$ cat config.mk
export PLATFORM = sky130hd
export DESIGN_NAME = divider_flat
export DESIGN_NICKNAME = d
export VERILOG_FILES = /design/src/rtl/divider_if.sv /design/src/rtl/divider.sv /design/src/flat_wrapper.sv
export SDC_FILE = /design/constraint.sdc
export NUM_CORES = 1
export LEC_CHECK = 0
export ABC_CLOCK_PERIOD_IN_PS = 4400
export CORE_ASPECT_RATIO = 0.5
export CORE_MARGIN = 2
export CORE_UTILIZATION = 58
export DETAILED_ROUTE_END_ITERATION = 8
export MAX_ROUTING_LAYER = met4
export PLACE_DENSITY = 0.92
export SLEW_MARGIN = 20
export SYNTH_ARGS = -nofsm -noshare
export SYNTH_HDL_FRONTEND = slang
export SYNTH_SLANG_ARGS = --single-unit
$ cat constraint.sdc
create_clock -name aclk -period 4.4 [get_ports aclk]
set_input_delay 1.32 -clock aclk [delete_from_list [all_inputs] [get_ports aclk]]
set_output_delay 1.32 -clock aclk [all_outputs]
set_load 0.01 [all_outputs]
$ cat src/rtl/divider_if.sv
// Operand/result stream bundle between the multiply/divide bridge and a divider.
// The bridge drives the operand channels (master); the divider answers on dout (slave).
interface divider_if;
  logic        s_axis_divisor_tvalid;
  logic [31:0] s_axis_divisor_tdata;
  logic        s_axis_dividend_tvalid;
  logic [31:0] s_axis_dividend_tdata;
  logic        m_axis_dout_tvalid;
  logic [63:0] m_axis_dout_tdata;

  modport master (
    output s_axis_divisor_tvalid, s_axis_divisor_tdata,
    output s_axis_dividend_tvalid, s_axis_dividend_tdata,
    input  m_axis_dout_tvalid, m_axis_dout_tdata
  );

  modport slave (
    input  s_axis_divisor_tvalid, s_axis_divisor_tdata,
    input  s_axis_dividend_tvalid, s_axis_dividend_tdata,
    output m_axis_dout_tvalid, m_axis_dout_tdata
  );
endinterface

$ cat src/rtl/divider.sv
// Iterative 32/32 restoring divider (signed or unsigned), fixed 34-cycle latency,
// result {quotient, remainder} as a one-cycle pulse on the dout stream.
module divider #(
  parameter int SIGNED = 1
) (
  input  logic      aclk,
  input  logic      areset,
  divider_if.slave  bus
);

  typedef enum logic [1:0] {S_IDLE, S_CALC, S_FIX, S_OUT} state_t;

  state_t      state_q, state_d;
  logic [4:0]  cnt_q, cnt_d;
  logic [31:0] quo_q, quo_d;
  logic [32:0] rem_q, rem_d;
  logic [31:0] div_q, div_d;
  logic        neg_quo_q, neg_quo_d;
  logic        neg_rem_q, neg_rem_d;
  logic        dz_q, dz_d;
  logic [63:0] res_q, res_d;
  logic [63:0] dout_q, dout_d;
  logic        vld_q, vld_d;

  logic        start;
  logic        load_en, step_en, fix_en, out_en;
  logic [32:0] rem_sh;
  logic [33:0] trial;
  logic        sgn_en;

  function automatic logic [31:0] mag(input logic signed [31:0] v, input logic en);
    logic [31:0] r;
    r = $unsigned(v);
    if (en && v < 0) r = ~r + 32'd1;
    return r;
  endfunction

  function automatic logic [31:0] cond_neg(input logic [31:0] v, input logic neg);
    return neg ? (~v + 32'd1) : v;
  endfunction

  assign sgn_en = (SIGNED != 0);
  assign start  = bus.s_axis_divisor_tvalid && bus.s_axis_dividend_tvalid &&
                  (state_q == S_IDLE);

  // State register
  always_ff @(posedge aclk) begin
    if (areset) state_q <= S_IDLE;
    else        state_q <= state_d;
  end

  always_comb begin
    state_d = state_q;
    case (state_q)
      S_IDLE:  if (start) state_d = S_CALC;
      S_CALC:  if (cnt_q == 5'd31) state_d = S_FIX;
      S_FIX:   state_d = S_OUT;
      S_OUT:   state_d = S_IDLE;
      default: state_d = S_IDLE;
    endcase
  end

  always_comb begin
    load_en = 1'b0;
    step_en = 1'b0;
    fix_en  = 1'b0;
    out_en  = 1'b0;
    case (state_q)
      S_IDLE:  load_en = start;
      S_CALC:  step_en = 1'b1;
      S_FIX:   fix_en  = 1'b1;
      S_OUT:   out_en  = 1'b1;
      default: ;
    endcase
  end

  // Datapath: one restoring shift/subtract per CALC cycle
  always_comb begin
    cnt_d     = cnt_q;
    quo_d     = quo_q;
    rem_d     = rem_q;
    div_d     = div_q;
    neg_quo_d = neg_quo_q;
    neg_rem_d = neg_rem_q;
    dz_d      = dz_q;
    res_d     = res_q;
    dout_d    = dout_q;
    vld_d     = 1'b0;
    rem_sh    = {rem_q[31:0], quo_q[31]};
    trial     = {1'b0, rem_sh} - {2'b00, div_q};

    if (load_en) begin
      div_d     = mag(bus.s_axis_divisor_tdata, sgn_en);
      quo_d     = mag(bus.s_axis_dividend_tdata, sgn_en);
      rem_d     = '0;
      cnt_d     = '0;
      neg_quo_d = sgn_en && (bus.s_axis_divisor_tdata[31] ^ bus.s_axis_dividend_tdata[31]);
      neg_rem_d = sgn_en && bus.s_axis_dividend_tdata[31];
      dz_d      = (bus.s_axis_divisor_tdata == 32'd0);
    end

    if (step_en) begin
      cnt_d = cnt_q + 5'd1;
      if (!trial[33]) begin
        rem_d = trial[32:0];
        quo_d = {quo_q[30:0], 1'b1};
      end else begin
        rem_d = rem_sh;
        quo_d = {quo_q[30:0], 1'b0};
      end
    end

    // Divide by zero forces an all-ones quotient regardless of operand signs
    if (fix_en) begin
      res_d[63:32] = dz_q ? 32'hFFFF_FFFF : cond_neg(quo_q, neg_quo_q);
      res_d[31:0]  = cond_neg(rem_q[31:0], neg_rem_q);
    end

    if (out_en) begin
      dout_d = res_q;
      vld_d  = 1'b1;
    end
  end

  always_ff @(posedge aclk) begin
    if (areset) begin
      cnt_q     <= '0;
      quo_q     <= '0;
      rem_q     <= '0;
      div_q     <= '0;
      neg_quo_q <= 1'b0;
      neg_rem_q <= 1'b0;
      dz_q      <= 1'b0;
      res_q     <= '0;
      dout_q    <= '0;
      vld_q     <= 1'b0;
    end else begin
      cnt_q     <= cnt_d;
      quo_q     <= quo_d;
      rem_q     <= rem_d;
      div_q     <= div_d;
      neg_quo_q <= neg_quo_d;
      neg_rem_q <= neg_rem_d;
      dz_q      <= dz_d;
      res_q     <= res_d;
      dout_q    <= dout_d;
      vld_q     <= vld_d;
    end
  end

  assign bus.m_axis_dout_tvalid = vld_q;
  assign bus.m_axis_dout_tdata  = dout_q;

endmodule

$ cat src/flat_wrapper.sv
// flat-port wrapper written by rule: the top's interface ports become plain ports
module divider_flat 
#(
  parameter int SIGNED = 1
)
  (aclk, areset, bus_s_axis_divisor_tvalid, bus_s_axis_divisor_tdata, bus_s_axis_dividend_tvalid, bus_s_axis_dividend_tdata, bus_m_axis_dout_tvalid, bus_m_axis_dout_tdata);
  divider_if bus_i ();
  input  logic aclk;
  input  logic areset;
  input wire logic [$bits(bus_i.s_axis_divisor_tvalid)-1:0] bus_s_axis_divisor_tvalid;
  input wire logic [$bits(bus_i.s_axis_divisor_tdata)-1:0] bus_s_axis_divisor_tdata;
  input wire logic [$bits(bus_i.s_axis_dividend_tvalid)-1:0] bus_s_axis_dividend_tvalid;
  input wire logic [$bits(bus_i.s_axis_dividend_tdata)-1:0] bus_s_axis_dividend_tdata;
  output wire logic [$bits(bus_i.m_axis_dout_tvalid)-1:0] bus_m_axis_dout_tvalid;
  output wire logic [$bits(bus_i.m_axis_dout_tdata)-1:0] bus_m_axis_dout_tdata;
  assign bus_i.s_axis_divisor_tvalid = bus_s_axis_divisor_tvalid;
  assign bus_i.s_axis_divisor_tdata = bus_s_axis_divisor_tdata;
  assign bus_i.s_axis_dividend_tvalid = bus_s_axis_dividend_tvalid;
  assign bus_i.s_axis_dividend_tdata = bus_s_axis_dividend_tdata;
  assign bus_m_axis_dout_tvalid = bus_i.m_axis_dout_tvalid;
  assign bus_m_axis_dout_tdata = bus_i.m_axis_dout_tdata;
  divider #(.SIGNED(SIGNED)) u_core (.aclk(aclk), .areset(areset), .bus(bus_i));
endmodule
After elaboration in Yosys (flattened, before gate mapping)
Cells that the tools add are included.
Storage, ports and cells
  word-level logic and storage cells: 57
  output and inout bits: 65
  flip-flop bits (word level): 235
  input bits: 68
Operators by class
  $lt $le $gt $ge: 2
  add/subtract/negate cells: 6
  multiplexer cells: 21
  bitwise operators: 5
  reductions and logical operators: 6
  equality and inequality tests: 6
Operators by type and width (count)
  32-bit 2-to-1 mux: 10
  32-bit by 1-bit adder with 32-bit output, second input constant: 4
  32-bit inverter: 4
  32-bit by 1-bit < comparator with 1-bit output, second input constant: 2
  33-bit by 32-bit subtractor with 34-bit output: 1
  32-bit logical NOT: 1
  5-bit 2-to-1 mux: 2
  2-bit one-hot mux with 4 select lines: 1
  1-bit 2-to-1 mux: 6
  5-bit by 1-bit adder with 5-bit output, second input constant: 1
  5-bit equality test, second input constant: 1
  2-bit equality test, second input constant: 2
  2-bit 2-to-1 mux: 2
  2-bit by 1-bit inequality test with 1-bit output, second input constant: 2
  2-bit by 1-bit equality test with 1-bit output, second input constant: 1
  1-bit logical AND: 2
  2-bit logical NOT: 1
  2-bit AND reduction: 1
  2-bit nonzero test: 1
  1-bit bitwise XOR: 1

Depth between registers and ports, before layout
  word-level depth: 5
  mapped depth: 13
  mapped depth without buffers: 13

Worst setup path before layout
Ideal clock, no wire load.
  path kind: input port to flip-flop
  start: input port bus_s_axis_divisor_tdata[7]
  end: register u_core.div_q[26]
  setup slack: 694 ps
  data arrival time: 3620 ps
  required time: 4314 ps
  stages on the path: 8
  library setup time: 86 ps
  path buffers: 0
  path through: or4_4 > nor4_2 > nand2_1 > or4_4 > or4_4 > o41ai_2 > xor2_1 > a211oi_1
On the way
  cells in the longest elaborated chain, start to end: 3
  elaborated cells between the ends (all ways): 4
  those cells by class: add/sub (1); order compare (1); mux (1); bitwise (1)
Ends and longest elaborated chain
  start, declared: line flat_wrapper.sv:11  | input wire logic [$bits(bus_i.s_axis_divisor_tdata)-1:0] bus_s_axis_divisor_tdata;
  32-bit inverter: line divider.sv:34  | if (en && v < 0) r = ~r + 32'd1;
  32-bit by 1-bit adder with 32-bit output: line divider.sv:34
  32-bit 2-to-1 mux (*): line divider.sv:34
  end signal, assigned: line divider.sv:141  | div_q <= div_d;
  end, declared: line divider.sv:17  | logic [31:0] div_q, div_d;
Mark *: on every way between the ends. The rest lies on a longest branch, timed or not.
A chain may end at the register's enable or synchronous reset.

Worst setup path in the final report
  start: input port bus_s_axis_divisor_tdata[7]
  end: register u_core.div_q[25]
Same word-level chain as after synthesis.

==> reports/results.ini <==
[sta]
final_max_slew_viol_count=0
finalClockSkew_ns=0.0181
fin_crit_ns=3.87
max_clock_freq_ghz=0.258
fin_ws_ns=0.526
setup_viol=0
worst_pin_slew_ns=1.01
finalHoldViolations=0
period_share=0.880
tns_ns=0
grt_setup_unrepaired=no
slew_headroom=0.326

[detailed_routing]
ant_nets=0
post_drt_wl_per_cell_um=15.8
vias=11400
drc=0
routed_wl_um=30800
drt_iter0_drc=991
firstDrtPassIters=5
vias_per_cell=5.83

[die]
die_h_um=109
io_pins=133
die_x_um=214
dieArea_um2=23300
fp.coreArea_um2=21600
row_count=38
start_util=0.591

[critical_path]
required_ns=4.82
path_max_fanout=6
rr_worst_depth=11
cp-end-kind=flip-flop
arrival_ns=4.29
crit_type=input port to flip-flop
critPathLaunchType=input port

[grt]
antenna_found_initial=0
grt_max_degree=204
grt_use_total=0.270
grt.busiest_layer=met2
use_met1=0.326
grt_pass1_wl_um=51100
met2_usage=0.488
grt-ovfl-total=0
use_met3=0.0354
grt_pass1_vias=10500

[cts]
post_cts_buffers=0
ctsResizeCount=0
cts_buffer_depth=3
cts-root-buf=clkbuf_16
htree_num_levels=1
cts_sinks=235
hold_buffers=0
clkTransAtPathRegs_ns=0.07
cts_tree=yes
clk_latency_ns=0.51
cts_buffers=21

[run]
maxCapViolCount=0

[pwr]
power.density_nw_per_um2=738
ir_drop_mv=0.658
power_leakage_uw=0.00565
p_total_uw=11100

[synth]
yosysTopAreaCellShare=0.368
netlist_area_um2=12800
synth_edf_count=0
synth_most_common_cell=nor2_1
seq_area_frac_synth=0.368
synthTopCellsByArea=dfxtp_1 37%, nor2_1 7.9%, mux2i_1 6.8%
async_flop_share=0
synth-seq-cells=235
ys_warn_count=0
synth_cell_types=62
yosys.area.top_type=dfxtp_1
netlist_instances=1557
ys_top_cells_by_count=270 x nor2_1, 235 x dfxtp_1, 118 x nand2_1, 91 x o21ai_0, 91 x xor2_1
ys.flop_type=dfxtp_1
syn_area_per_cell_um2=8.22
syn_nets=1668

[placed_design]
dpl_cell_area_um2=14300
dp_hpwl_um=21400
dp_slack_ns=0.00646
gp_congestion=0.954
dp_cells=1914
portBuffers=132

[finish]
layout-drive-gt1-share=0.0527
antennaDiodeCount=0
layoutNonFillerInstCount=1951
design_area_um2=15100
syn2layout_area_growth_pct=17.7
fillers=1673
nNetsFinal=1748

[status]
status=finished clean

[hold_path]
hold_class=flip-flop to flip-flop
whs_path_depth=1

through the flow:
stage | hold slack, ns | util
2_1_floorplan | 0.432 | -
3_3_place_gp | 0.451 | 0.663
3_5_place_dp | 0.459 | 0.663
4_1_cts | 0.469 | 0.696
5_1_grt | 0.505 | 0.696
6_report | 0.478 | 0.696
power breakdown:
part	switching [µW]	internal [µW]	total [µW]
clock	840	1070	1910
combinational	3540	2620	6160
sequential	509	2540	3050
area by class of cell:
| class | count | area, µm² | area share |
|---|---|---|---|
| clock buffer | 26 | 584 | 0.0388 |
| inverter | 50 | 188 | 0.0125 |
| sequential | 235 | 4700 | 0.312 |
| multi-input combinational | 1178 | 7600 | 0.505 |
| tap | 300 | 375 | 0.0249 |
| timing repair buffer | 151 | 1480 | 0.0981 |
| clock inverter | 11 | 125 | 0.00831 |
placed cells by master (no fill, tap or decap), types with 8 or more instances in the layout:
| cell type | netlist | layout |
|---|---|---|
| a211o_1 | 10 | 10 |
| a211oi_1 | 82 | 82 |
| a21o_1 | 14 | 14 |
| a21oi_1 | 87 | 87 |
| a32oi_1 | 8 | 8 |
| buf_4 | 0 | 18 |
| clkbuf_16 | 0 | 21 |
| clkdlybuf4s50_1 | 0 | 131 |
| dfxtp_1 | 235 | 235 |
| ha_1 | 42 | 39 |
| inv_1 | 50 | 50 |
| mux2i_1 | 87 | 87 |
| nand2_1 | 118 | 118 |
| nand2b_1 | 12 | 12 |
| nand3_1 | 14 | 14 |
| nor2_1 | 270 | 270 |
| nor2b_1 | 9 | 9 |
| nor3_1 | 13 | 12 |
| nor4_1 | 9 | 9 |
| o21ai_0 | 91 | 91 |
| o22ai_1 | 24 | 24 |
| o31ai_1 | 28 | 28 |
| o41ai_1 | 17 | 17 |
| or4_1 | 12 | 12 |
| xnor2_1 | 54 | 54 |
| xor2_1 | 91 | 91 |
cell families (layout without fill, tap and decap cells):
logic type                 after synthesis  in the layout  synth area share
buffers and inverters                  144            238            0.0424
xor gates and xnor gates               145            145            0.0993
muxes                                   87             87            0.0681
DFF                                    235            235             0.368
AOI/OAI and AO/OA                      402            402             0.207
and+or+nand+nor                        501            501             0.173
adders and majority gates               43             43            0.0426
routing by layer:
metal / vias up / routed length, µm / share of wire
li1: 5665 / - / -
met1: 5416 / 13700 / 0.44
met2: 238 / 15300 / 0.50
met3: 48 / 1230 / 0.040
met4: 0 / 582 / 0.019
met5: - / 0 / 0
final timing paths:
| check | start | to | slack, ns |
|---|---|---|---|
| setup / recovery | bus_s_axis_divisor_tdata[7] | u_core.div_q[25] | 0.53 |
| hold reg to reg | u_core.cnt_q[3] | u_core.cnt_q[3] | 0.48 |
| hold / removal | u_core.cnt_q[3] | u_core.cnt_q[3] | 0.48 |
| setup reg to reg | u_core.rem_q[1] | u_core.rem_q[28] | 1.02 |
sequential cells by signal (all words and copies together) (netlist names):
| register | flops |
|---|---|
| u_core.bus.m_axis_dout_tdata | 64 |
| u_core.bus.m_axis_dout_tvalid | 1 |
| u_core.cnt_q | 5 |
| u_core.div_q | 32 |
| u_core.dz_q | 1 |
| u_core.neg_quo_q | 1 |
| u_core.neg_rem_q | 1 |
| u_core.quo_q | 32 |
| u_core.rem_q | 32 |
| u_core.res_q | 64 |
| u_core.state_q | 2 |
worst max-delay path, cell delays in order:
cell and delay [ns]:
clkdlybuf4s50_1 0.43, or4_4 0.60, nor4_1 0.30, nand2_1 0.13, or4_1 0.45, or4_4 0.47
o31ai_1 0.25, xor2_1 0.10, a211oi_1 0.24
Note: power is estimated with default switching activity, not from simulation.
==> variant, RTL diff (config.mk and constraints unchanged) <==
`SIGNED` is set to 1 in 2 places; all go to 0.
--- a/src/rtl/divider.sv
+++ b/src/rtl/divider.sv
@@ -1,7 +1,7 @@
 // Iterative 32/32 restoring divider (signed or unsigned), fixed 34-cycle latency,
 // result {quotient, remainder} as a one-cycle pulse on the dout stream.
 module divider #(
-  parameter int SIGNED = 1
+  parameter int SIGNED = 0
 ) (
   input  logic      aclk,
   input  logic      areset,
--- a/src/flat_wrapper.sv
+++ b/src/flat_wrapper.sv
@@ -1,7 +1,7 @@
 // flat-port wrapper written by rule: the top's interface ports become plain ports
 module divider_flat 
 #(
-  parameter int SIGNED = 1
+  parameter int SIGNED = 0
 )
   (aclk, areset, bus_s_axis_divisor_tvalid, bus_s_axis_divisor_tdata, bus_s_axis_dividend_tvalid, bus_s_axis_dividend_tdata, bus_m_axis_dout_tvalid, bus_m_axis_dout_tdata);
   divider_if bus_i ();
Behaviour: no difference found for any inputs over 10 cycles, from zero or initial values and one cycle with areset high; that may be too few to reach the edited logic, so the function may still have changed.
==> variant against the unedited design <==
Final area is 17% lower. Sequential cell count is 2 lower. Global-route usage is 0.45 points higher. Worst setup slack better by 0.53 ns. Largest power group unchanged. Count of clock-buffer cells in the layout is 1 higher. Synthesized area is 19% lower. Wire length is 19% lower. Power is 11% lower. Hold slack worse by 0.020 ns.
==> variant: results (changes against the unedited design) <==
Worst setup path
  • Crit path to: u_core.rem_q[23]
  • R2r worst-path depth: 12 (+1)
  • Worst Path Max Fanout: 14 (+8)
  • Crit path arrival time: 3.71 ns (-0.58 ns)
  • Slowest stage delay, CP: 0.40 ns (-0.20 ns)
  • Slowest CP cell: nand2b_1
  • Launch point of the worst path: u_core.div_q[4]
  • Critical path's top delay family: compound AO/OA/AOI/OAI gates

Clocking
  • Clk slew on worst S/H paths: 0.07 ns (about the same)
  • Number of buffers created by CTS: 21 (unchanged)
  • Clock root buffer: clkbuf_16
  • Postcts setup bufs: 0 (unchanged)
  • CTS max path bufs: 3 (unchanged)
  • # resized after CTS: 0 (unchanged)
  • H-Tree Level Count: 1 (unchanged)
  • Worst-Skew Late Latency: 0.51 ns (about the same)

Power and ir drop
  • Psw: 4140 uW (-15%)
  • VDD IR max: 0.793 mV (+20%)
  • Leak: 0.00463 uW (-18%)

GRT
  • Vias in the first global route: 8575 (-19%)
  • Global-route wire length before repair: 41600 um (-19%)
  • GRT Overall Usage: 27.5% (+0.45 points)
  • Initial antenna violation count: 1 (+1)
  • Pin count of the biggest net entering global routing: 171 (-16%)

Timing
  • Final min period: 3.34 ns (-0.529 ns)
  • Clk_skew: 0.0136 ns (-0.00448 ns)
  • Worst-Margin Slew: 1.03 ns (+0.0193 ns)
  • Hold WS: 0.458 ns (-0.0195 ns)

Yosys
  • Post-synth top flop: dfxtp_1
  • Count of warnings emitted by yosys: 0 (unchanged)
  • Seq/Total Area, Yosys: 45.2% (+8.4 points)
  • Syn Nets: 1323 (-21%)
  • Yosys cell types: 50 (-19%)
  • Commonest cells post-synth: dfxtp_1 (233), nor2_1 (186), nand2_1 (174)
  • Largest cells by area after synthesis: dfxtp_1 (45%), mux2i_1 (11%), nor2_1 (6.8%), nand2_1 (6.3%), a21oi_1 (6.2%)
  • Async SR Flop Fraction: 0% (unchanged)

Route
  • Via count: 8883 (-22%)
  • Drt pass-1 iters: 5 (unchanged)
  • Iter 0 DRT Violations: 777 (-22%)
  • Wire per inst: 16.1 um (+2.1%)

Placement
  • HPWL after DPL: 16700 um (-22%)
  • Placer Congestion: 0.975 (+2.2%)
  • IO buf count: 132 (unchanged)

Worst hold path
  • Hold Path Stages: 2 (+1)
  • Hold Path Class: flop to flop
  • Hold EP: u_core.div_q[23]
  • Hold path startpoint: u_core.div_q[23]

Cells and area
  • Nets@finish: 1411 (-19%)
  • Share of cells above drive strength 1: 4.55% (-0.72 points)

Status
  • Outcome: finished, final reports clean
## variant: stage by stage
step / cells / instance area (sq um) / util (%) / power, uW
2_1_floorplan: 1216 / 10300 / - / 6960
3_3_place_gp: 1515 / 11800 / 67.6 / 7770
3_5_place_dp: 1515 / 11800 / 67.6 / 7950
4_1_cts: 1552 / 12500 / 71.6 / 9850
5_1_grt: 1553 / 12500 / 71.6 / 10600
6_report: 1553 / 12500 / 71.6 / 9910
## variant: power by group through the flow
stage          sequential (uW)  combinational [uW]  clock [uW]
2_1_floorplan             2620                4340           0
5_1_grt                   2730                5900        1960
4_1_cts                   2680                5290        1880
3_5_place_dp              2730                5220           0
6_report                  2690                5360        1860
3_3_place_gp              2710                5060           0
## variant: area by class of cell
cell class	count	area [sq um]
antenna	1	2.50
clock inverter	10	113
clock buffer	27	578
multi-input combinational	866	5240
tap	234	293
timing repair buffer	143	1420
fill	1308	4950
sequential	233	4660
inverter	39	146
## variant: kinds of logic (layout without fill, tap and decap cells)
group | count (synthesis) | after routing | synth area share, %
buffers and inverters | 117 | 219 | 4.42
multiplexers | 118 | 118 | 11.4
adder cells (fa/ha/maj) | 39 | 39 | 4.80
XOR/XNOR | 29 | 29 | 2.46
AO/OA/AOI/OAI | 268 | 268 | 15.6
flip-flops | 233 | 233 | 45.2
other | 0 | 1 | 0
AND/OR/NAND/NOR | 412 | 412 | 16.1
## variant: routing by layer
layer,global-route usage [%],wire (um),part of all wire (%)
met5,-,0,0
met4,9.04,826,3.3
met2,43.9,11500,46
met3,4.74,1450,5.8
met1,35.4,11200,45
